<file path="src/rtl/operand_collector.sv">
// rtl/operand_collector.sv - register-read operand collector with in-order output buffer
module operand_collector #(
  parameter int NUM_LANES         = 8,
  parameter int NUM_WARPS         = 8,
  parameter int LOG2_NUM_WARPS    = 3,
  parameter int NUM_TOTAL_THREADS = 64,
  parameter int MACHINE_WIDTH     = 32,
  parameter int LOG2_NUM_REGS     = 5,
  parameter int OPCODE_W          = 8,
  parameter int FIFO_DEPTH        = 3
) (
  input  logic                                 clk,
  input  logic                                 reset,
  input  logic                                 flush,
  // upstream instruction handshake
  input  logic                                 in_valid,
  output logic                                 in_ready,
  input  logic [LOG2_NUM_WARPS-1:0]            in_warp,
  input  logic [NUM_LANES-1:0]                 in_lane_mask,
  input  logic [2:0]                           in_src_en,
  input  logic [LOG2_NUM_REGS-1:0]             in_src_addr_0,
  input  logic [LOG2_NUM_REGS-1:0]             in_src_addr_1,
  input  logic [LOG2_NUM_REGS-1:0]             in_src_addr_2,
  input  logic [LOG2_NUM_REGS-1:0]             in_dst_addr,
  input  logic [OPCODE_W-1:0]                  in_opcode,
  // register_block read request
  output logic                                 rf_block_read_en,
  output logic [LOG2_NUM_WARPS-1:0]            rf_warp_number_read,
  output logic [NUM_TOTAL_THREADS-1:0]         rf_thread_en_vector,
  output logic                                 rf_read_en_0,
  output logic                                 rf_read_en_1,
  output logic                                 rf_read_en_2,
  output logic [LOG2_NUM_REGS-1:0]             rf_read_addr_0,
  output logic [LOG2_NUM_REGS-1:0]             rf_read_addr_1,
  output logic [LOG2_NUM_REGS-1:0]             rf_read_addr_2,
  // register_block read response, valid the cycle after the request
  input  logic [NUM_LANES*MACHINE_WIDTH-1:0]   rf_read_data_0,
  input  logic [NUM_LANES*MACHINE_WIDTH-1:0]   rf_read_data_1,
  input  logic [NUM_LANES*MACHINE_WIDTH-1:0]   rf_read_data_2,
  // downstream operand handshake
  output logic                                 out_valid,
  input  logic                                 out_ready,
  output logic [LOG2_NUM_WARPS-1:0]            out_warp,
  output logic [NUM_LANES-1:0]                 out_lane_mask,
  output logic [LOG2_NUM_REGS-1:0]             out_dst_addr,
  output logic [OPCODE_W-1:0]                  out_opcode,
  output logic [NUM_LANES*MACHINE_WIDTH-1:0]   out_operand_0,
  output logic [NUM_LANES*MACHINE_WIDTH-1:0]   out_operand_1,
  output logic [NUM_LANES*MACHINE_WIDTH-1:0]   out_operand_2
);

  localparam int VEC_W = NUM_LANES * MACHINE_WIDTH;
  localparam int CNT_W = $clog2(FIFO_DEPTH + 1);
  localparam int PTR_W = $clog2(FIFO_DEPTH);
  localparam logic [CNT_W:0]   DEPTH_EXT = (CNT_W + 1)'(FIFO_DEPTH);
  localparam logic [PTR_W-1:0] LAST_PTR  = PTR_W'(FIFO_DEPTH - 1);

  // handshake qualifiers
  logic accept;
  logic push;
  logic pop;

  // single pending slot: metadata of the read currently in flight
  logic                      pend_valid;
  logic [LOG2_NUM_WARPS-1:0] pend_warp;
  logic [NUM_LANES-1:0]      pend_mask;
  logic [2:0]                pend_src_en;
  logic [LOG2_NUM_REGS-1:0]  pend_dst;
  logic [OPCODE_W-1:0]       pend_opcode;

  // output FIFO state
  logic [CNT_W-1:0] count;
  logic [PTR_W-1:0] wr_ptr;
  logic [PTR_W-1:0] rd_ptr;

  // FIFO storage, deliberately not reset; outputs are gated by out_valid
  logic [LOG2_NUM_WARPS-1:0] mem_warp   [FIFO_DEPTH];
  logic [NUM_LANES-1:0]      mem_mask   [FIFO_DEPTH];
  logic [LOG2_NUM_REGS-1:0]  mem_dst    [FIFO_DEPTH];
  logic [OPCODE_W-1:0]       mem_opcode [FIFO_DEPTH];
  logic [VEC_W-1:0]          mem_op0    [FIFO_DEPTH];
  logic [VEC_W-1:0]          mem_op1    [FIFO_DEPTH];
  logic [VEC_W-1:0]          mem_op2    [FIFO_DEPTH];

  // returned vectors and their lane/source-masked versions
  logic [VEC_W-1:0] rd_data  [3];
  logic [VEC_W-1:0] cap_data [3];

  assign rd_data[0] = rf_read_data_0;
  assign rd_data[1] = rf_read_data_1;
  assign rd_data[2] = rf_read_data_2;

  // The pending slot reserves a FIFO entry, so admission counts it as occupied.
  // Only registered state (plus flush/reset) feeds in_ready; out_ready never does.
  assign in_ready = !reset && !flush &&
                    (({1'b0, count} + {{CNT_W{1'b0}}, pend_valid}) < DEPTH_EXT);
  assign accept   = in_valid && in_ready;
  assign push     = pend_valid && !flush;
  assign out_valid = (count != '0);
  assign pop      = out_valid && out_ready;

  function automatic logic [PTR_W-1:0] ptr_inc(input logic [PTR_W-1:0] p);
    ptr_inc = (p == LAST_PTR) ? '0 : p + PTR_W'(1);
  endfunction

  // read request: driven straight from the incoming instruction in an issue cycle
  always_comb begin
    rf_block_read_en    = accept;
    rf_warp_number_read = accept ? in_warp : '0;
    rf_read_en_0        = accept && in_src_en[0];
    rf_read_en_1        = accept && in_src_en[1];
    rf_read_en_2        = accept && in_src_en[2];
    rf_read_addr_0      = accept ? in_src_addr_0 : '0;
    rf_read_addr_1      = accept ? in_src_addr_1 : '0;
    rf_read_addr_2      = accept ? in_src_addr_2 : '0;
    rf_thread_en_vector = '0;
    for (int l = 0; l < NUM_LANES; l++) begin
      for (int w = 0; w < NUM_WARPS; w++) begin
        rf_thread_en_vector[l*NUM_WARPS + w] =
          accept && in_lane_mask[l] && (in_warp == LOG2_NUM_WARPS'(w));
      end
    end
  end

  // zero inactive lanes and unused sources of the vectors returned this cycle
  always_comb begin
    for (int k = 0; k < 3; k++) begin
      cap_data[k] = '0;
      for (int l = 0; l < NUM_LANES; l++) begin
        if (pend_src_en[k] && pend_mask[l]) begin
          cap_data[k][(NUM_LANES-1-l)*MACHINE_WIDTH +: MACHINE_WIDTH] =
            rd_data[k][(NUM_LANES-1-l)*MACHINE_WIDTH +: MACHINE_WIDTH];
        end
      end
    end
  end

  // pending slot: lives exactly one cycle, from issue to data return
  always_ff @(posedge clk or posedge reset) begin
    if (reset) begin
      pend_valid  <= 1'b0;
      pend_warp   <= '0;
      pend_mask   <= '0;
      pend_src_en <= '0;
      pend_dst    <= '0;
      pend_opcode <= '0;
    end else begin
      pend_valid <= accept && !flush;
      if (accept) begin
        pend_warp   <= in_warp;
        pend_mask   <= in_lane_mask;
        pend_src_en <= in_src_en;
        pend_dst    <= in_dst_addr;
        pend_opcode <= in_opcode;
      end
    end
  end

  // FIFO occupancy and pointers; flush wins over any push/pop in the same cycle
  always_ff @(posedge clk or posedge reset) begin
    if (reset) begin
      count  <= '0;
      wr_ptr <= '0;
      rd_ptr <= '0;
    end else if (flush) begin
      count  <= '0;
      wr_ptr <= '0;
      rd_ptr <= '0;
    end else begin
      if (push) wr_ptr <= ptr_inc(wr_ptr);
      if (pop)  rd_ptr <= ptr_inc(rd_ptr);
      case ({push, pop})
        2'b10:   count <= count + CNT_W'(1);
        2'b01:   count <= count - CNT_W'(1);
        default: count <= count;
      endcase
    end
  end

  // FIFO tail write of the collected operands plus pending metadata
  always_ff @(posedge clk) begin
    if (push) begin
      mem_warp[wr_ptr]   <= pend_warp;
      mem_mask[wr_ptr]   <= pend_mask;
      mem_dst[wr_ptr]    <= pend_dst;
      mem_opcode[wr_ptr] <= pend_opcode;
      mem_op0[wr_ptr]    <= cap_data[0];
      mem_op1[wr_ptr]    <= cap_data[1];
      mem_op2[wr_ptr]    <= cap_data[2];
    end
  end

  // head presentation, forced to zero whenever the FIFO is empty
  always_comb begin
    out_warp      = '0;
    out_lane_mask = '0;
    out_dst_addr  = '0;
    out_opcode    = '0;
    out_operand_0 = '0;
    out_operand_1 = '0;
    out_operand_2 = '0;
    if (out_valid) begin
      out_warp      = mem_warp[rd_ptr];
      out_lane_mask = mem_mask[rd_ptr];
      out_dst_addr  = mem_dst[rd_ptr];
      out_opcode    = mem_opcode[rd_ptr];
      out_operand_0 = mem_op0[rd_ptr];
      out_operand_1 = mem_op1[rd_ptr];
      out_operand_2 = mem_op2[rd_ptr];
    end
  end

endmodule
</file>
<file path="config.mk">
export PLATFORM = sky130hd
export DESIGN_NAME = operand_collector
export DESIGN_NICKNAME = d
export VERILOG_FILES = /design/src/rtl/operand_collector.sv
export SDC_FILE = /design/constraint.sdc
export NUM_CORES = 2
export LEC_CHECK = 0
export CAP_MARGIN = 15
export CELL_PAD_IN_SITES_DETAIL_PLACEMENT = 1
export CELL_PAD_IN_SITES_GLOBAL_PLACEMENT = 1
export CORE_AREA = 2 2 655 657
export CTS_BUF_LIST = sky130_fd_sc_hd__clkbuf_4 sky130_fd_sc_hd__clkbuf_8 sky130_fd_sc_hd__clkbuf_16
export DETAILED_ROUTE_END_ITERATION = 7
export DIE_AREA = 0 0 657 659
export PLACE_DENSITY_LB_ADDON = 0.1
export SLEW_MARGIN = 5
export SYNTH_ARGS = -nofsm -noshare
export SYNTH_HDL_FRONTEND = slang
export SYNTH_SLANG_ARGS = --single-unit
export TNS_END_PERCENT = 50
</file>
<file path="constraint.sdc">
create_clock -name clk -period 169.8 [get_ports clk]
set_input_delay 16.98 -clock clk [delete_from_list [all_inputs] [get_ports clk]]
set_output_delay 16.98 -clock clk [all_outputs]
set_load 0.1 [all_outputs]
</file>
# Yosys cells after proc, flatten, opt, wreduce, memory -nomap -nowiden
# Memories as Yosys holds them, arrays and structs flattened.
# Cells that the tools add are included.
[totals] inputBits=815 rom_bits=0 regBits=34 latchBits=0 mem_bits_rw=2376 mem_count=7
[mem_list] memory="mem_op0" words=3 width=256 rd=1 rd_clocked_by_memory_dff=0 wr=1 line_no="81" source="logic [VEC_W-1:0] mem_op0 [FIFO_DEPTH];"
[mem_list] memory="mem_op1" words=3 width=256 rd=1 rd_clocked_by_memory_dff=0 wr=1 line_no="82" source="logic [VEC_W-1:0] mem_op1 [FIFO_DEPTH];"
[mem_list] memory="mem_op2" words=3 width=256 rd=1 rd_clocked_by_memory_dff=0 wr=1 line_no="83" source="logic [VEC_W-1:0] mem_op2 [FIFO_DEPTH];"
[mem_list] memory="mem_mask" words=3 width=8 rd=1 rd_clocked_by_memory_dff=0 wr=1 line_no="78" source="logic [NUM_LANES-1:0] mem_mask [FIFO_DEPTH];"
[mem_list] memory="mem_opcode" words=3 width=8 rd=1 rd_clocked_by_memory_dff=0 wr=1 line_no="80" source="logic [OPCODE_W-1:0] mem_opcode [FIFO_DEPTH];"
[mem_list] memory="mem_dst" words=3 width=5 rd=1 rd_clocked_by_memory_dff=0 wr=1 line_no="79" source="logic [LOG2_NUM_REGS-1:0] mem_dst [FIFO_DEPTH];"
[mem_list] memory="1 more memories"
[classes] reduce_logical=112 bitwise_logic=0 shifts=0 n_mux=45 eq_ne=11 n_addsub=5 n_mul=0 n_lt_le_gt_ge=1 div_mod_pow=0
[ops] cell="256-bit 2-to-1 mux" n=3
[ops] cell="32-bit 2-to-1 mux" n=24
[ops] cell="1-bit logical AND" n=105
[ops] cell="5-bit 2-to-1 mux" n=4
[ops] cell="8-bit 2-to-1 mux" n=2
[ops] cell="2-bit 2-to-1 mux" n=7
[ops] cell="3-bit == test (second input constant)" n=4
[ops] cell="2-bit by 1-bit adder with 2-bit output (second input constant)" n=3
[ops] cell="2-bit == test (second input constant)" n=3
[ops] cell="3-bit by 2-bit == test with 1-bit output (second input constant)" n=2
[ops] cell="3-bit 2-to-1 mux" n=2
[ops] cell="2-bit nonzero test" n=3
[ops] cell="2-bit case mux with 2 select lines" n=1
[ops] cell="2-bit by 1-bit adder with 3-bit output" n=1
[ops] cell="3-bit by 1-bit == test with 1-bit output (second input constant)" n=1
[ops] cell="3-bit zero test" n=1
[ops] cell="3-bit by 2-bit less-than comparator with 1-bit output (second input constant)" n=1
[ops] cell="3-bit nonzero test" n=1
[ops] cell="2-bit by 1-bit == test with 1-bit output (second input constant)" n=1
[ops] cell="1-bit zero test" n=2
[ops] cell="1-bit 2-to-1 mux" n=2
[ops] cell="2-bit by 1-bit subtractor with 2-bit output (second input constant)" n=1

# Longest topological paths before layout
[logic_depth] word_depth=6 ltp_mapped=7 depth_no_buf=5

# Least setup slack after synthesis
# Ideal clock, no wire load.
[synth_timing] path_type="input to register" start="in flush" end="mem mem_dst[1][0] (enable)" setup_slack_ps=92550 cell_stages=2 path_buffers=0 t_arrival_ps=74164 path_cell_list="nand2b_1 -> nor3b_1"
[synth_between] elab_chain_len=4
[synth_rtl] element="from (decl)" line_no="14" source="input logic flush,"
[synth_rtl] element="1-bit zero test" line_no="98" source="assign push = pend_valid && !flush;"
[synth_rtl] element="1-bit logical AND" line_no="98"
[synth_rtl] element="1-bit 2-to-1 mux" line_no="182" source="if (push) begin"
[synth_rtl] element="1-bit 2-to-1 mux (implied by the code)" line_no="185" source="mem_dst[wr_ptr] <= pend_dst;"
[synth_rtl] element="to (decl)" line_no="79"
# Every way passes these cells.

# Worst setup path in the final report
[layout_timing] start="in flush" end="out rf_thread_en_vector[6]"
[layout_between] elab_chain_len=6
[layout_rtl] element="1-bit zero test" line_no="95" source="assign in_ready = !reset && !flush &&"
[layout_rtl] element="1-bit logical AND (2 in series)" line_no="95"
[layout_rtl] element="1-bit logical AND" line_no="97" source="assign accept = in_valid && in_ready;"
[layout_rtl] element="1-bit logical AND (2 in series)" line_no="120" source="accept && in_lane_mask[l] && (in_warp == LOG2_NUM_WARPS'(w));"
[layout_rtl] element="to (decl)" line_no="29" source="output logic [NUM_TOTAL_THREADS-1:0] rf_thread_en_vector,"
# Every way passes these cells.

==> results.sh <==
export IMPL_synth_seq_cells=2410
export IMPL_finalCritPeriodShare_pct=22.3
export IMPL_post_route_drc_count=0
export IMPL_postSynthAreaPerCell_um2=16.2
export IMPL_rsz0062_at_grt="no"
export IMPL_hold_viol_final=0
export IMPL_cp_max_fo=13
export IMPL_path_clk_slew_ps=50
export IMPL_start_kind="input pin"
export IMPL_grtUsageTotal_pct=18.3
export IMPL_dp_cells=13200
export IMPL_fmaxAchievable_mhz=26.4
export IMPL_yosys_area_top_type_share_pct=71.5
export IMPL_status="finished clean"
export IMPL_gp_congestion=0.785
export IMPL_layout_common_cells="edfxtp_1 (2376), clkdlybuf4s50_1 (1593), nor2_1 (856), mux2_2 (800), mux2i_1 (794)"
export IMPL_leakagePower_nw=44.3
export IMPL_holdCritPathClass="reg -> reg"
export IMPL_dr_wl_met2_mm=208
export IMPL_layout_commonest_cell="edfxtp_1"
export IMPL_setup_violations=0
export IMPL_wire_per_inst_um=29.7
export IMPL_met1_length_mm=161
export IMPL_fin_cells=13800
export IMPL_yosys_top_cells_area="edfxtp_1 (72%), mux2_2 (9.0%), mux2i_1 (8.0%)"
export IMPL_holdBufCountCts=0
export IMPL_period_minus_slack_ps=37850
export IMPL_fin_skew_ps=60.9
export IMPL_dr_max_layer_used="met5"
export IMPL_relSlewSlack_pct=15.3
export IMPL_placed_cell_area_um2=123000
export IMPL_drt_iter0_drc=3195
export IMPL_grt_first_pass_wirelength_mm=558
export IMPL_final_layout_size_suffix_gt1_share_pct=18.8
export IMPL_nets=8660
export IMPL_post_cts_setup_buffer_count=0
export IMPL_row_count=240
export IMPL_antenna_found_initial=271
export IMPL_die_area_um2=433000
export IMPL_dp_hpwl_mm=274
export IMPL_initial_utilization_pct=23.4
export IMPL_drtPass1Iterations=5
export IMPL_synth_cell_types=31
export IMPL_port_buffer_count=1694
export IMPL_vias_per_cell=4.42
export IMPL_die_w_um=657
export IMPL_cts_made_buffers=303
export IMPL_core_um2=426000
export IMPL_max_cap_violations=0
export IMPL_maxSlewViolCount=0
export IMPL_globalRouteOverflowTotal=0
export IMPL_p_total_mw=1.44
export IMPL_arrival_ps=20860
export IMPL_met3WireLength_mm=27.1
export IMPL_setup_tns_final_ps=0
export IMPL_cts_max_path_buffers=4
export IMPL_nFillCells=44500
export IMPL_synth_top_area_cell="edfxtp_1"
export IMPL_synth_nets=6989
export IMPL_insertion_delay_ps=950
export IMPL_endpoint_kind="primary output"
export IMPL_syn_inst=6172
export IMPL_seq_area_frac_synth_pct=72.4
export IMPL_peakVddDrop_mv=0.00688
export IMPL_area_delta_synth_final_pct=33.1
export IMPL_dieHeight_um=659
export IMPL_powerDensity_nw_per_um2=10.8
export IMPL_h_tree_depth=5
export IMPL_required_ps=152820
export IMPL_pin_count=1695
export IMPL_grt_max_degree=148
export IMPL_synthesis_area_um2=99700
export IMPL_cts_sinks=2410
export IMPL_ant_nets=0
export IMPL_root_buffer="clkbuf_16"
export IMPL_synth_warnings=0
export IMPL_routed_wl_mm=411
export IMPL_crit_type="in -> out"
export IMPL_post_cts_resized=0
export IMPL_tightest_slew_ps=1270
export IMPL_grt_pass1_vias=65700
export IMPL_tritoncts="yes"
export IMPL_fin_area_um2=133000
export IMPL_vias=61200
stage by stage:
step,setup slack (ps),util (%),hold slack (ps)
after CTS,131900,31.1,445
after global placement,131990,28.8,467
after global routing,131860,31.1,487
after floorplan,92550,-,452
after detailed placement,131930,28.9,483
final,131960,31.2,453
path summary, 6_finish.rpt:
kind                                startpoint                     end  slack, ps  depth (start not counted)
worst max-delay path                     flush  rf_thread_en_vector[6]     131960                          6
worst min-delay path            pend_opcode[7]        mem_opcode[0][7]        450                          0
max in group asynchronous                reset               rd_ptr[0]     152670                          3
min in group asynchronous                reset            pend_mask[6]      16530                          2
worst min register to register  pend_opcode[7]        mem_opcode[0][7]        450                          0
worst max register to register      pend_valid          mem_op1[2][53]     165110                          6
routing by layer:
metal  up-vias  global-route usage (%)
met2      1837                    32.5
li1      26800                       -
met5         -                       0
met3       780                    5.34
met1     31700                    21.2
met4       104                    5.41
critical path, cell delays in order:
cell             delay, ps
clkdlybuf4s50_1        740
a2111oi_4              370
buf_4                  380
nand3_1                750
nor2_1                 380
clkdlybuf4s50_1       1200
cell type report:
class,instances,area [µm²],area share (%)
tap,5687,7120,5.36
timing repair buffer,1811,17900,13.5
clock inverter,159,1400,1.05
clock buffer,383,8220,6.19
inverter,12,45.0,0.0339
antenna,67,168,0.126
multi-input combinational,3305,25600,19.3
sequential,2410,72200,54.4
flip-flops by register name, indices dropped and copies added, names as in the netlist, 5 cells and up:
register	flops
mem_op0	768
mem_mask	24
mem_warp	9
mem_opcode	24
pend_dst	5
mem_dst	15
mem_op2	768
pend_mask	8
pend_opcode	8
mem_op1	768
Yosys cell counts:
master        n
and3b_1       1
mux2i_1     794
or3b_2        2
nand2b_1      2
nor3b_1       2
clkbuf_1    266
nand2_1       4
nor2_2        1
nand3_1       9
or3_1         2
dfrtp_1      34
and2_1        2
a2111oi_4     1
nor2_1      859
edfxtp_1   2376
a21oi_1       4
a2111oi_0     1
buf_4        12
nand3b_1      4
buf_2       160
or4b_2        1
o21ai_0      11
or2_2         1
buf_1         6
ha_1          2
mux2_2      800
mux2_1       11
buf_6         1
inv_1        12
nor3_1        2
and3_1      789
kinds of logic (layout without fill, tap and decap cells):
| kind of cell | count (synthesis) | in the layout | synth area share [%] |
|---|---|---|---|
| simple gates | 1681 | 1681 | 8.38 |
| fa+ha+maj | 2 | 2 | 0.0251 |
| other cells | 0 | 67 | 0 |
| compound gates | 17 | 17 | 0.112 |
| buf+inv | 457 | 2365 | 1.97 |
| flops | 2410 | 2410 | 72.4 |
| mux | 1605 | 1605 | 17.1 |
power by group:
group          internal [mW]  switching [mW]
combinational         0.0435          0.0923
sequential             0.668          0.0107
clock                  0.361           0.265
No activity file was read; power rests on OpenSTA's default activity.
